--- config.mk ---
export PLATFORM = sky130hd
export DESIGN_NAME = rv32i_dmem_if
export DESIGN_NICKNAME = d
export VERILOG_FILES = /design/src/rtl/rv32i_dmem_if.sv
export SDC_FILE = /design/constraint.sdc
export NUM_CORES = 1
export LEC_CHECK = 0
export CORE_MARGIN = 1.5
export CORE_UTILIZATION = 48
export CTS_CLUSTER_DIAMETER = 30
export DETAILED_ROUTE_END_ITERATION = 8
export PLACE_DENSITY_LB_ADDON = 0.25
export SYNTH_ARGS = -nofsm -noshare
export SYNTH_HDL_FRONTEND = slang
export SYNTH_SLANG_ARGS = --single-unit
--- constraint.sdc ---
create_clock -name clk -period 3.9 [get_ports clk]
set_input_delay 1.17 -clock clk [delete_from_list [all_inputs] [get_ports clk]]
set_output_delay 1.17 -clock clk [all_outputs]
set_load 0.01 [all_outputs]
--- src/rtl/rv32i_dmem_if.sv ---
// ---------------------------------------------------------------------------
// rv32i_dmem_if
//
// Data-memory interface stage that sits behind the RV32I ALU stage. It turns
// the ALU's registered load/store strobes into one Avalon-MM style bus
// transaction at a time, holds the pipeline with `stall` until that
// transaction finishes, and returns the load data. A per-transaction
// watchdog aborts a transaction that the slave never finishes.
//
// Parameters
//   TIMEOUT    cycles a transaction may spend in WR/RD_CMD/RD_WAIT before it is
//              aborted; 0 disables the watchdog
//   ERR_RDATA  load data handed back to the pipeline when a read is aborted
//
// Ports
//   clk, reset_n        clock; synchronous active-low reset
//   load, store         ALU request strobes (held by the ALU while stall=1)
//   addr                word-aligned byte address
//   st_be, wdata        store byte enables and lane-shifted store data
//   stall               combinational pipeline hold
//   ld_data             load data (bus_readdata bypassed in the completion cycle)
//   bus_address, bus_read, bus_write, bus_byteenable, bus_writedata
//                       registered Avalon-MM command outputs
//   bus_waitrequest, bus_readdata, bus_readdatavalid
//                       Avalon-MM slave responses
//   bus_err             registered one-cycle pulse, high in the cycle right
//                       after a timeout abort
// ---------------------------------------------------------------------------
module rv32i_dmem_if #(
    parameter int unsigned TIMEOUT   = 255,
    parameter logic [31:0] ERR_RDATA = 32'h0000_0000
) (
    input  logic        clk,
    input  logic        reset_n,
    input  logic        load,
    input  logic        store,
    input  logic [31:0] addr,
    input  logic [3:0]  st_be,
    input  logic [31:0] wdata,
    output logic        stall,
    output logic [31:0] ld_data,
    output logic [31:0] bus_address,
    output logic        bus_read,
    output logic        bus_write,
    output logic [3:0]  bus_byteenable,
    output logic [31:0] bus_writedata,
    input  logic        bus_waitrequest,
    input  logic [31:0] bus_readdata,
    input  logic        bus_readdatavalid,
    output logic        bus_err
);

    localparam int CNT_W = (TIMEOUT > 0) ? $clog2(TIMEOUT + 1) : 1;

    typedef enum logic [1:0] {
        IDLE    = 2'd0,
        WR      = 2'd1,
        RD_CMD  = 2'd2,
        RD_WAIT = 2'd3
    } state_t;

    state_t             state, state_n;
    logic [CNT_W-1:0]   tcnt;
    logic [CNT_W:0]     tcnt_inc;
    logic               expire;
    logic               cnt_clr;

    logic [31:0]        ld_data_q, ld_data_q_n;
    logic [31:0]        address_n;
    logic               read_n;
    logic               write_n;
    logic [3:0]         be_n;
    logic [31:0]        wdata_n;
    logic               err_n;

    // The watchdog fires in the cycle whose closing edge would bring the
    // counter up to TIMEOUT, so with TIMEOUT=N the Nth busy cycle is the
    // abort cycle. Counting carries from RD_CMD into RD_WAIT, bounding the
    // whole read rather than each phase separately.
    assign tcnt_inc = {1'b0, tcnt} + 1'b1;
    assign expire   = (TIMEOUT != 0) && (tcnt_inc == (CNT_W + 1)'(TIMEOUT));

    always_comb begin
        state_n     = state;
        address_n   = bus_address;
        read_n      = bus_read;
        write_n     = bus_write;
        be_n        = bus_byteenable;
        wdata_n     = bus_writedata;
        ld_data_q_n = ld_data_q;
        ld_data     = ld_data_q;
        err_n       = 1'b0;
        cnt_clr     = 1'b0;
        stall       = 1'b0;

        case (state)
            IDLE: begin
                // Store has priority; a simultaneous load is dropped.
                if (store) begin
                    address_n = addr;
                    be_n      = st_be;
                    wdata_n   = wdata;
                    write_n   = 1'b1;
                    cnt_clr   = 1'b1;
                    stall     = 1'b1;
                    state_n   = WR;
                end else if (load) begin
                    address_n = addr;
                    be_n      = 4'hF;
                    read_n    = 1'b1;
                    cnt_clr   = 1'b1;
                    stall     = 1'b1;
                    state_n   = RD_CMD;
                end
            end

            WR: begin
                stall = 1'b1;
                if (!bus_waitrequest) begin
                    write_n = 1'b0;
                    stall   = 1'b0;
                    state_n = IDLE;
                end else if (expire) begin
                    write_n = 1'b0;
                    err_n   = 1'b1;
                    stall   = 1'b0;
                    state_n = IDLE;
                end
            end

            RD_CMD: begin
                stall = 1'b1;
                if (!bus_waitrequest && bus_readdatavalid) begin
                    // Zero-latency slave: accepted and answered together.
                    read_n      = 1'b0;
                    ld_data     = bus_readdata;
                    ld_data_q_n = bus_readdata;
                    stall       = 1'b0;
                    state_n     = IDLE;
                end else if (expire) begin
                    read_n      = 1'b0;
                    ld_data     = ERR_RDATA;
                    ld_data_q_n = ERR_RDATA;
                    err_n       = 1'b1;
                    stall       = 1'b0;
                    state_n     = IDLE;
                end else if (!bus_waitrequest) begin
                    read_n  = 1'b0;
                    state_n = RD_WAIT;
                end
            end

            RD_WAIT: begin
                stall = 1'b1;
                if (bus_readdatavalid) begin
                    ld_data     = bus_readdata;
                    ld_data_q_n = bus_readdata;
                    stall       = 1'b0;
                    state_n     = IDLE;
                end else if (expire) begin
                    ld_data     = ERR_RDATA;
                    ld_data_q_n = ERR_RDATA;
                    err_n       = 1'b1;
                    stall       = 1'b0;
                    state_n     = IDLE;
                end
            end

            default: begin
                state_n = IDLE;
                read_n  = 1'b0;
                write_n = 1'b0;
            end
        endcase
    end

    always_ff @(posedge clk) begin
        if (!reset_n) begin
            state          <= IDLE;
            bus_address    <= 32'd0;
            bus_read       <= 1'b0;
            bus_write      <= 1'b0;
            bus_byteenable <= 4'd0;
            bus_writedata  <= 32'd0;
            ld_data_q      <= 32'd0;
            bus_err        <= 1'b0;
            tcnt           <= '0;
        end else begin
            state          <= state_n;
            bus_address    <= address_n;
            bus_read       <= read_n;
            bus_write      <= write_n;
            bus_byteenable <= be_n;
            bus_writedata  <= wdata_n;
            ld_data_q      <= ld_data_q_n;
            bus_err        <= err_n;
            if (cnt_clr) begin
                tcnt <= '0;
            end else if (state != IDLE && tcnt != CNT_W'(TIMEOUT)) begin
                tcnt <= tcnt + 1'b1;
            end
        end
    end

endmodule

==> After elaboration in Yosys (flattened, before gate mapping) <==
Cells that the tools add are included.
{ "classes": {"n_addsub": 2, "n_eq_ne": 11, "muxes": 40, "bitwise": 1, "reduce_logical": 14} }
{ "op_table": {"columns": ["op", "n"], "rows": [
  ["32-bit two-way mux", 5],
  ["32-bit one-hot mux with 2 select lines", 1],
  ["1-bit two-way mux", 19],
  ["2-bit two-way mux", 8],
  ["8-bit by 1-bit adder with 9-bit output, second input constant", 1],
  ["9-bit by 8-bit == test with 1-bit output, second input constant", 1],
  ["8-bit by 1-bit adder with 8-bit output, second input constant", 1],
  ["4-bit two-way mux", 2],
  ["8-bit inequality test, second input constant", 1],
  ["2-bit one-hot mux with 4 select lines", 1],
  ["2-bit nonzero test", 4],
  ["2-bit inequality test, second input constant", 3],
  ["3-bit inequality test, second input constant", 2],
  ["2-bit AND reduction", 3],
  ["2-bit == test, second input constant", 2],
  ["4-bit inequality test, second input constant", 1],
  ["1-bit one-hot mux with 2 select lines", 2],
  ["1-bit one-hot mux with 4 select lines", 1],
  ["4-bit AND reduction", 1],
  ["1-bit one-hot mux with 3 select lines", 1],
  ["3-bit AND reduction", 1],
  ["2-bit by 1-bit == test with 1-bit output, second input constant", 1],
  ["1-bit logical AND", 2],
  ["2-bit logical NOT", 1],
  ["other kinds (3)", 3]
]} }
{ "totals": {"ff_bits": 113, "input_bits": 106, "wordCells": 77} }

==> Logic depth before layout (Yosys ltp) <==
Gate-level depths: netlist of the first run.
{ "depth": {"depth_word": 5, "depth_mapped": 7} }

==> Worst setup path before layout of the first run <==
OpenSTA, ideal clock, no wires.
{ "synth_timing": {"path_type": "input to output", "start": "input bus_waitrequest", "end": "output ld_data[0]", "arrival_time_ns": 2.254, "slack_ns": 0.476, "path_stages": 6, "n_path_buf": 3, "cell_sequence": "clkbuf_1 -> nor2b_1 -> clkbuf_1 -> buf_2 -> o32ai_1 -> a31o_2"} }
{ "synth_between": {"elab_chain_len": 4} }
{ "synth_lines": {"columns": ["item", "line_no", "source"], "rows": [
  ["from (decl)", "47", "input logic bus_waitrequest,"],
  ["1-bit logical NOT", null, null],
  ["1-bit logical AND", "133", "if (!bus_waitrequest && bus_readdatavalid) begin"],
  ["32-bit two-way mux", "133", null],
  ["32-bit one-hot mux with 2 select lines", null, null],
  ["to (decl)", "41", "output logic [31:0] ld_data,"]
]} }
Every way passes these cells.

==> Worst setup path after layout of the first run <==
{ "layout_timing": {"start": "input bus_waitrequest", "end": "output ld_data[24]"} }
The elaborated chain is that of the path after synthesis.

==> impl_metrics.csv, run 1 <==
group,metric,value,unit
logic_synthesis,synth_cells,732,
clock_network,path_clk_slew,50,ps
sta,min_period_over_period,98.8,%
worst_setup_path,cp_data_required_time,2730,ps
logic_synthesis,synth-edff-count,0,
place,gp_congestion,0.827,
power,sw_frac_of_total,28.3,%
logic_synthesis,netlist.top_cell.by_area,"dfxtp_1",
logic_synthesis,yosysMostFrequentCell,"nand2_1",
clock_network,insertion_delay,410,ps
power,switchingPower,1.07,mW
worst_setup_path,critPathArrivalTime,2680,ps
clock_network,cts_root_buf,"clkbuf_16",
sta,skew,7.38,ps
clock_network,holdBufCountCts,0,
power,power_frac_seq,35.1,%
power,ir_drop,0.349,mV
grt,grt_max_degree,70,
worst_setup_path,crit_path_top_delay_cell,"bufbuf_16",
detailed_routing,first_pass_iters,6,
sta,final.setup.worst_slack,47.3,ps
power,fin_total_pwr,3.78,mW
logic_synthesis,syn-num-nets,840,
power,p_per_area,429,nW/um^2
sta,setup_viol,0,
detailed_routing,route.vias.total,6390,
worst_setup_path,path_class,"input port to primary output",
worst_setup_path,cp_common_cell,"dlygate4sd2_1",
logic_synthesis,synth.top_cell.area_share,41.6,%
worst_setup_path,path_max_fanout,8,
sta,maxSlewHeadroom,37.0,%
cells_and_area,area_delta_synth_final,62.0,%
job,maxCapViolCount,0,
logic_synthesis,syn_area,5430,sq um
logic_synthesis,yosys_most_used_dff,"dfxtp_1",
detailed_routing,drt_drc_violations_left,0,
clock_network,cts_max_path_buffers,2,
clock_network,htreeDepth,4,
place,dp_slack,-332,ps
sta,fin_crit,3850,ps
clock_network,numCtsBuffers,17,
sta,fmax,260,MHz
status,status,"finished clean",
floorplan,pin_count,210,
floorplan,fp.dieH,109,um
worst_setup_path,regToRegSetupSlack,1470,ps
logic_synthesis,yosysSeqAreaShare,41.6,%
sta,slew_viol_final,0,
min_path,min_path_type,"flop to flop",
floorplan,die_area,12000,sq um
power,p_leak,3.40,nW
clock_network,cts_tree,"done",
worst_setup_path,max_stage_delay,290,ps
power,clkPwrFrac,39.0,%
sta,worst_pin_slew,944,ps
floorplan,coreArea,10900,sq um
place,hpwl,12400,um
cells_and_area,drive_gt1_share,13.7,%
detailed_routing,totalWireLength,19700,um
logic_synthesis,ys_seq_elements,113,
cells_and_area,fin_cells,1094,
grt,antenna_found_initial,0,
logic_synthesis,async_reset_ff_share,0,%
clock_network,cts.sinks,113,
worst_setup_path,startpoint_type,"input port",
worst_setup_path,crit_path_end_kind,"primary output",
grt,grt_pass1_vias,6409,
power,p_comb_share,25.9,%
cells_and_area,fillers,673,
place,dp_cells,1061,
logic_synthesis,ys_types,43,
sta,finalSetupTns,0,ps
logic_synthesis,synthTopCellsByCount,"nand2_1, dfxtp_1, a21oi_1",
worst_setup_path,cp-startpoint,"bus_waitrequest",
worst_setup_path,critical_path.cell_chain,"dlygate4sd2_1 > nor2b_4 > buf_4 > bufbuf_16 > o32ai_4 > a31o_1 > dlygate4sd2_1",
detailed_routing,drt_iter0_markers,571,
floorplan,row_count,38,
detailed_routing,viasPerCell,5.84,
detailed_routing,ant_nets,0,
floorplan,start_util,49.7,%
place,io_buffers,209,
floorplan,chipWidth,109,um
logic_synthesis,syn_area_per_cell,7.42,sq um
detailed_routing,wire_per_inst,18.0,um
logic_synthesis,yosys_warnings,0,
sta,rsz0062_at_grt,"yes",
sta,finalHoldViolations,0,
power,p_int,2.71,mW
min_path,hp-start,"bus_address[5]$_SDFFE_PN0P_",
grt,grt-ovfl-total,0,
cells_and_area,diodes,0,
logic_synthesis,ys_top_cells_by_area,"dfxtp_1, nand2_1, a21oi_1",
grt,grt_util_all_layers,32.5,%
cells_and_area,fin_nets,1051,
worst_setup_path,reg2reg_from,"state[0]$_SDFFE_PN0P_",
grt,grt_pass1_wl,30200,um
critical path, delay by kind of cell:
family | cells | cell delay, ps
simple gates | 1 | 140
compound gates | 2 | 390
buf+inv | 4 | 990
layer usage:
layer	part of all wire, %	global-route usage, %
met1	37	34.8
met2	50	54.9
met3	10	13.9
met4	2.7	15.8
met5	0	0
area by class of cell:
class | instances | area [sq um] | share of cell area, %
Multi-Input combinational cell | 515 | 3140 | 35.7
Timing Repair Buffer | 259 | 2530 | 28.7
Sequential cell | 113 | 2260 | 25.7
Clock buffer | 23 | 468 | 5.32
Tap cell | 140 | 175 | 1.99
Inverter | 37 | 139 | 1.58
Clock inverter | 7 | 85.1 | 0.966
final timing paths:
| path | depth (start not counted) | end |
|---|---|---|
| worst min register to register | 2 | bus_address[5]$_SDFFE_PN0P_ |
| worst min-delay path | 2 | bus_address[5]$_SDFFE_PN0P_ |
| worst max register to register | 6 | bus_address[4]$_SDFFE_PN0P_ |
| worst max-delay path | 7 | ld_data[24] |
per-stage QoR:
stage / hold WS (ps) / area (sq um) / utilization, %
after detailed placement: 449 / 7810 / 71.4
after floorplan: 451 / 5430 / -
after CTS: 456 / 8750 / 80.0
after global routing: 473 / 8800 / 80.5
after global placement: 441 / 7810 / 71.4
final: 453 / 8800 / 80.5
cells in the final DEF, fill, tap and decap left out, types with 6 or more instances in the layout:
master | synthesis | routed
o2111ai_1 | 31 | 31
o21ai_1 | 1 | 14
a21oi_1 | 68 | 68
nand2_1 | 228 | 228
inv_1 | 36 | 35
dfxtp_1 | 113 | 112
nor2_1 | 45 | 45
a31o_1 | 29 | 29
clkdlybuf4s50_1 | 0 | 173
clkbuf_2 | 0 | 6
dlygate4sd2_1 | 0 | 24
o21ai_0 | 32 | 17
xnor2_1 | 6 | 6
o32ai_4 | 0 | 13
buf_4 | 1 | 40
clkbuf_16 | 0 | 17
o32ai_2 | 0 | 18
power by group through the flow:
stage	logic, mW	clock network [mW]	registers (mW)
finish	0.981	1.47	1.33
global route	1.05	1.54	1.34
CTS	0.959	1.48	1.32
detailed placement	0.909	0	1.34
global placement	0.888	0	1.34
floorplan	0.391	0	1.36
sequential cells by signal, summed over array words and instances, names as in the netlist:
| signal | cells |
|---|---|
| bus_address | 32 |
| bus_byteenable | 4 |
| bus_err | 1 |
| bus_read | 1 |
| bus_write | 1 |
| bus_writedata | 32 |
| ld_data_q | 32 |
| state | 2 |
| tcnt | 8 |
repair_timing:
item                       4_1_cts  5_1_grt
cloned                           2        0
setup endpoints to repair       33       33
pin swaps                        1        0
gates resized for setup         99       25
setup buffers                    1        0
cell families after synthesis:
kind of cell | count (synthesis) | share of synthesized area (%)
xor+xnor | 8 | 1.29
compound gates | 214 | 27.2
simple gates | 291 | 21.3
fa+ha+maj | 2 | 0.460
flops | 113 | 41.6
buf+inv | 104 | 8.13
No activity file was read; power rests on OpenSTA's default activity.
==> run 2: changes to the inputs <==
--- a/config.mk
+++ b/config.mk
@@ -9,6 +9,7 @@
 export CORE_UTILIZATION = 48
 export CTS_CLUSTER_DIAMETER = 30
 export DETAILED_ROUTE_END_ITERATION = 8
+export HOLD_SLACK_MARGIN = 0.02
 export PLACE_DENSITY_LB_ADDON = 0.25
 export SYNTH_ARGS = -nofsm -noshare
 export SYNTH_HDL_FRONTEND = slang
==> results of run 2 <==
Final layout, timing and power as in run 1 (identical DEF).
==> run 3: changes to the inputs <==
--- a/config.mk
+++ b/config.mk
@@ -6,7 +6,7 @@
 export NUM_CORES = 1
 export LEC_CHECK = 0
 export CORE_MARGIN = 1.5
-export CORE_UTILIZATION = 48
+export CORE_UTILIZATION = 44
 export CTS_CLUSTER_DIAMETER = 30
 export DETAILED_ROUTE_END_ITERATION = 8
 export HOLD_SLACK_MARGIN = 0.02
==> constraint.sdc (replaced) <==
create_clock -name clk -period 3.8 [get_ports clk]
set_input_delay 1.14 -clock clk [delete_from_list [all_inputs] [get_ports clk]]
set_output_delay 1.14 -clock clk [all_outputs]
set_load 0.01 [all_outputs]
==> run 3 against run 2 <==
Compared with the run above: global-route usage fell by 2.6 points; via count decreased by 1.3%; total power is 4.4% higher; routed wire length is 2.5% lower; die area grew 8.8%; sequential share of layout area decreased by 0.16 points; critical path depth unchanged; non-clock buffer count increased by 15; final area increased by 0.64%; sequential power hardly changed; clock power grew 8%; setup slack improved by 110 ps.
==> impl_metrics.csv, run 3 (synthesis results as in run 1) <==
group,metric,value,unit
status,status,"finished clean",
cells_and_area,diodes,0,
floorplan,row_count,40,
sta,whs,453,ps
power,switchingPower,1.09,mW
sta,fin_crit,3640,ps
sta,maxSlewHeadroom,62.0,%
power,p_leak,3.47,nW
place,gp_congestion,0.820,
detailed_routing,totalWireLength,19200,um
place,dp_slack,-380,ps
power,sw_frac_of_total,27.5,%
sta,fmax,275,MHz
cells_and_area,final_common_cell,"nand2_1",
grt,grt_pass1_vias,6447,
cells_and_area,fin_nets,1066,
worst_setup_path,critPathArrivalTime,2500,ps
power,clkPwrFrac,40.3,%
clock_network,path_clk_slew,50,ps
detailed_routing,route.vias.total,6308,
detailed_routing,ant_nets,0,
sta,slew_viol_final,0,
clock_network,numCtsBuffers,17,
clock_network,cts.sinks,113,
sta,min_period_over_period,95.8,%
power,power_frac_seq,34.4,%
clock_network,htreeDepth,4,
clock_network,holdBufCountCts,0,
cells_and_area,fin_util,73.8,%
power,p_per_area,446,nW/um^2
power,p_comb_share,25.4,%
power,fin_total_pwr,3.95,mW
sta,rsz0062_at_grt,"no",
sta,skew,7.93,ps
min_path,min_path_type,"flop to flop",
place,io_buffers,209,
worst_setup_path,cp_data_required_time,2660,ps
cells_and_area,drive_gt1_share,14.6,%
power,ir_drop,0.388,mV
worst_setup_path,startpoint_type,"flop",
floorplan,start_util,45.2,%
cells_and_area,mostFrequentLayoutCells,"nand2_1, clkdlybuf4s50_1, dfxtp_1",
cells_and_area,fin_cells,1117,
clock_network,insertion_delay,420,ps
cells_and_area,largestRegisters,"bus_address (32), bus_writedata (32), ld_data_q (32)",
sta,final.setup.worst_slack,159,ps
detailed_routing,wire_per_inst,17.2,um
worst_setup_path,crit_path_end_kind,"primary output",
grt,antenna_found_initial,0,
grt,grt.met3_usage,11.2,%
detailed_routing,drt_drc_violations_left,0,
grt,grt_max_degree,43,
clock_network,cts_root_buf,"clkbuf_16",
power,p_int,2.86,mW
cells_and_area,area_delta_synth_final,63.0,%
sta,worst_pin_slew,570,ps
worst_setup_path,path_max_fanout,29,
floorplan,fp.dieH,114,um
clock_network,cts_max_path_buffers,2,
sta,setup_viol,0,
grt,grt_use_met1,32.5,%
worst_setup_path,path_class,"flop to primary output",
floorplan,coreArea,12000,sq um
grt,grt-ovfl-total,0,
job,maxCapViolCount,0,
grt,grtUsageMet2,52.4,%
clock_network,cts_tree,"done",
place,hpwl,12300,um
grt,grt_pass1_wl,30700,um
cells_and_area,fillers,859,
grt,top_usage_layer,"met2",
floorplan,die_area,13000,sq um
grt,grt_util_all_layers,29.9,%
sta,finalHoldViolations,0,
detailed_routing,first_pass_iters,5,
floorplan,chipWidth,114,um
detailed_routing,viasPerCell,5.65,
detailed_routing,drt_iter0_markers,654,
place,dp_cells,1076,
floorplan,pin_count,210,
## run 3: cell types whose count changed in the layout (fill, tap and decap cells not counted), sizes merged, moves of 2 or more
cell,change
buf,+17
clkinv,-2
dlygate4sd2,+5
clkbuf,-2
## run 3: worst max-delay path, stage by stage, from the launching register on
cell and delay (ps):
dfxtp_1 410, ha_1 260, xor2_2 210, nand3_4 90, or2_1 330, buf_6 240
a31o_1 250, dlygate4sd2_1 280
## run 3: stage by stage
step | TNS (ps) | cell area [sq um]
detailed placement | -11520 | 7830
global route | 0 | 8860
global placement | -10580 | 7830
finish | 0 | 8860
CTS | -32.5 | 8840
floorplan | 0 | 5430
## run 3: final timing paths
check                                     from                      endpoint  slack (ps)  cells past startpoint
hold / removal    bus_address[21]$_SDFFE_PN0P_  bus_address[21]$_SDFFE_PN0P_         450                      2
setup reg to reg          tcnt[2]$_SDFFE_PP0P_         state[0]$_SDFFE_PN0P_        1900                      5
hold reg to reg   bus_address[21]$_SDFFE_PN0P_  bus_address[21]$_SDFFE_PN0P_         450                      2
setup / recovery          tcnt[0]$_SDFFE_PP0P_                    ld_data[2]         160                      7
## run 3: per-layer routing
layer	share of wire, %	vias to the layer above
li1	-	2979
met1	39	3023
met2	50	266
met3	9.1	40
met4	2.0	0
met5	0	-
## run 3: final cells by class
cell class,count,area (sq um),area share (%)
multi-input combinational,515,3070,34.6
timing repair buffer,274,2630,29.6
sequential,113,2260,25.5
clock buffer,25,475,5.37
tap,147,184,2.08
inverter,37,139,1.57
clock inverter,6,105,1.19
## run 3: power by group through the flow
| stage | Sequential, mW | Combinational, mW | Clock, mW |
|---|---|---|---|
| 3_5_place_dp | 1.38 | 0.938 | 0 |
| 6_report | 1.36 | 1.00 | 1.59 |
| 4_1_cts | 1.36 | 0.992 | 1.61 |
| 3_3_place_gp | 1.37 | 0.918 | 0 |
| 2_1_floorplan | 1.40 | 0.402 | 0 |
| 5_1_grt | 1.37 | 1.08 | 1.67 |
## run 3: timing repair
item                       in CTS  in global routing
gates resized for setup        99                  5
setup buffers                   8                  1
cloned                          1                  0
setup endpoints to repair      33                  9
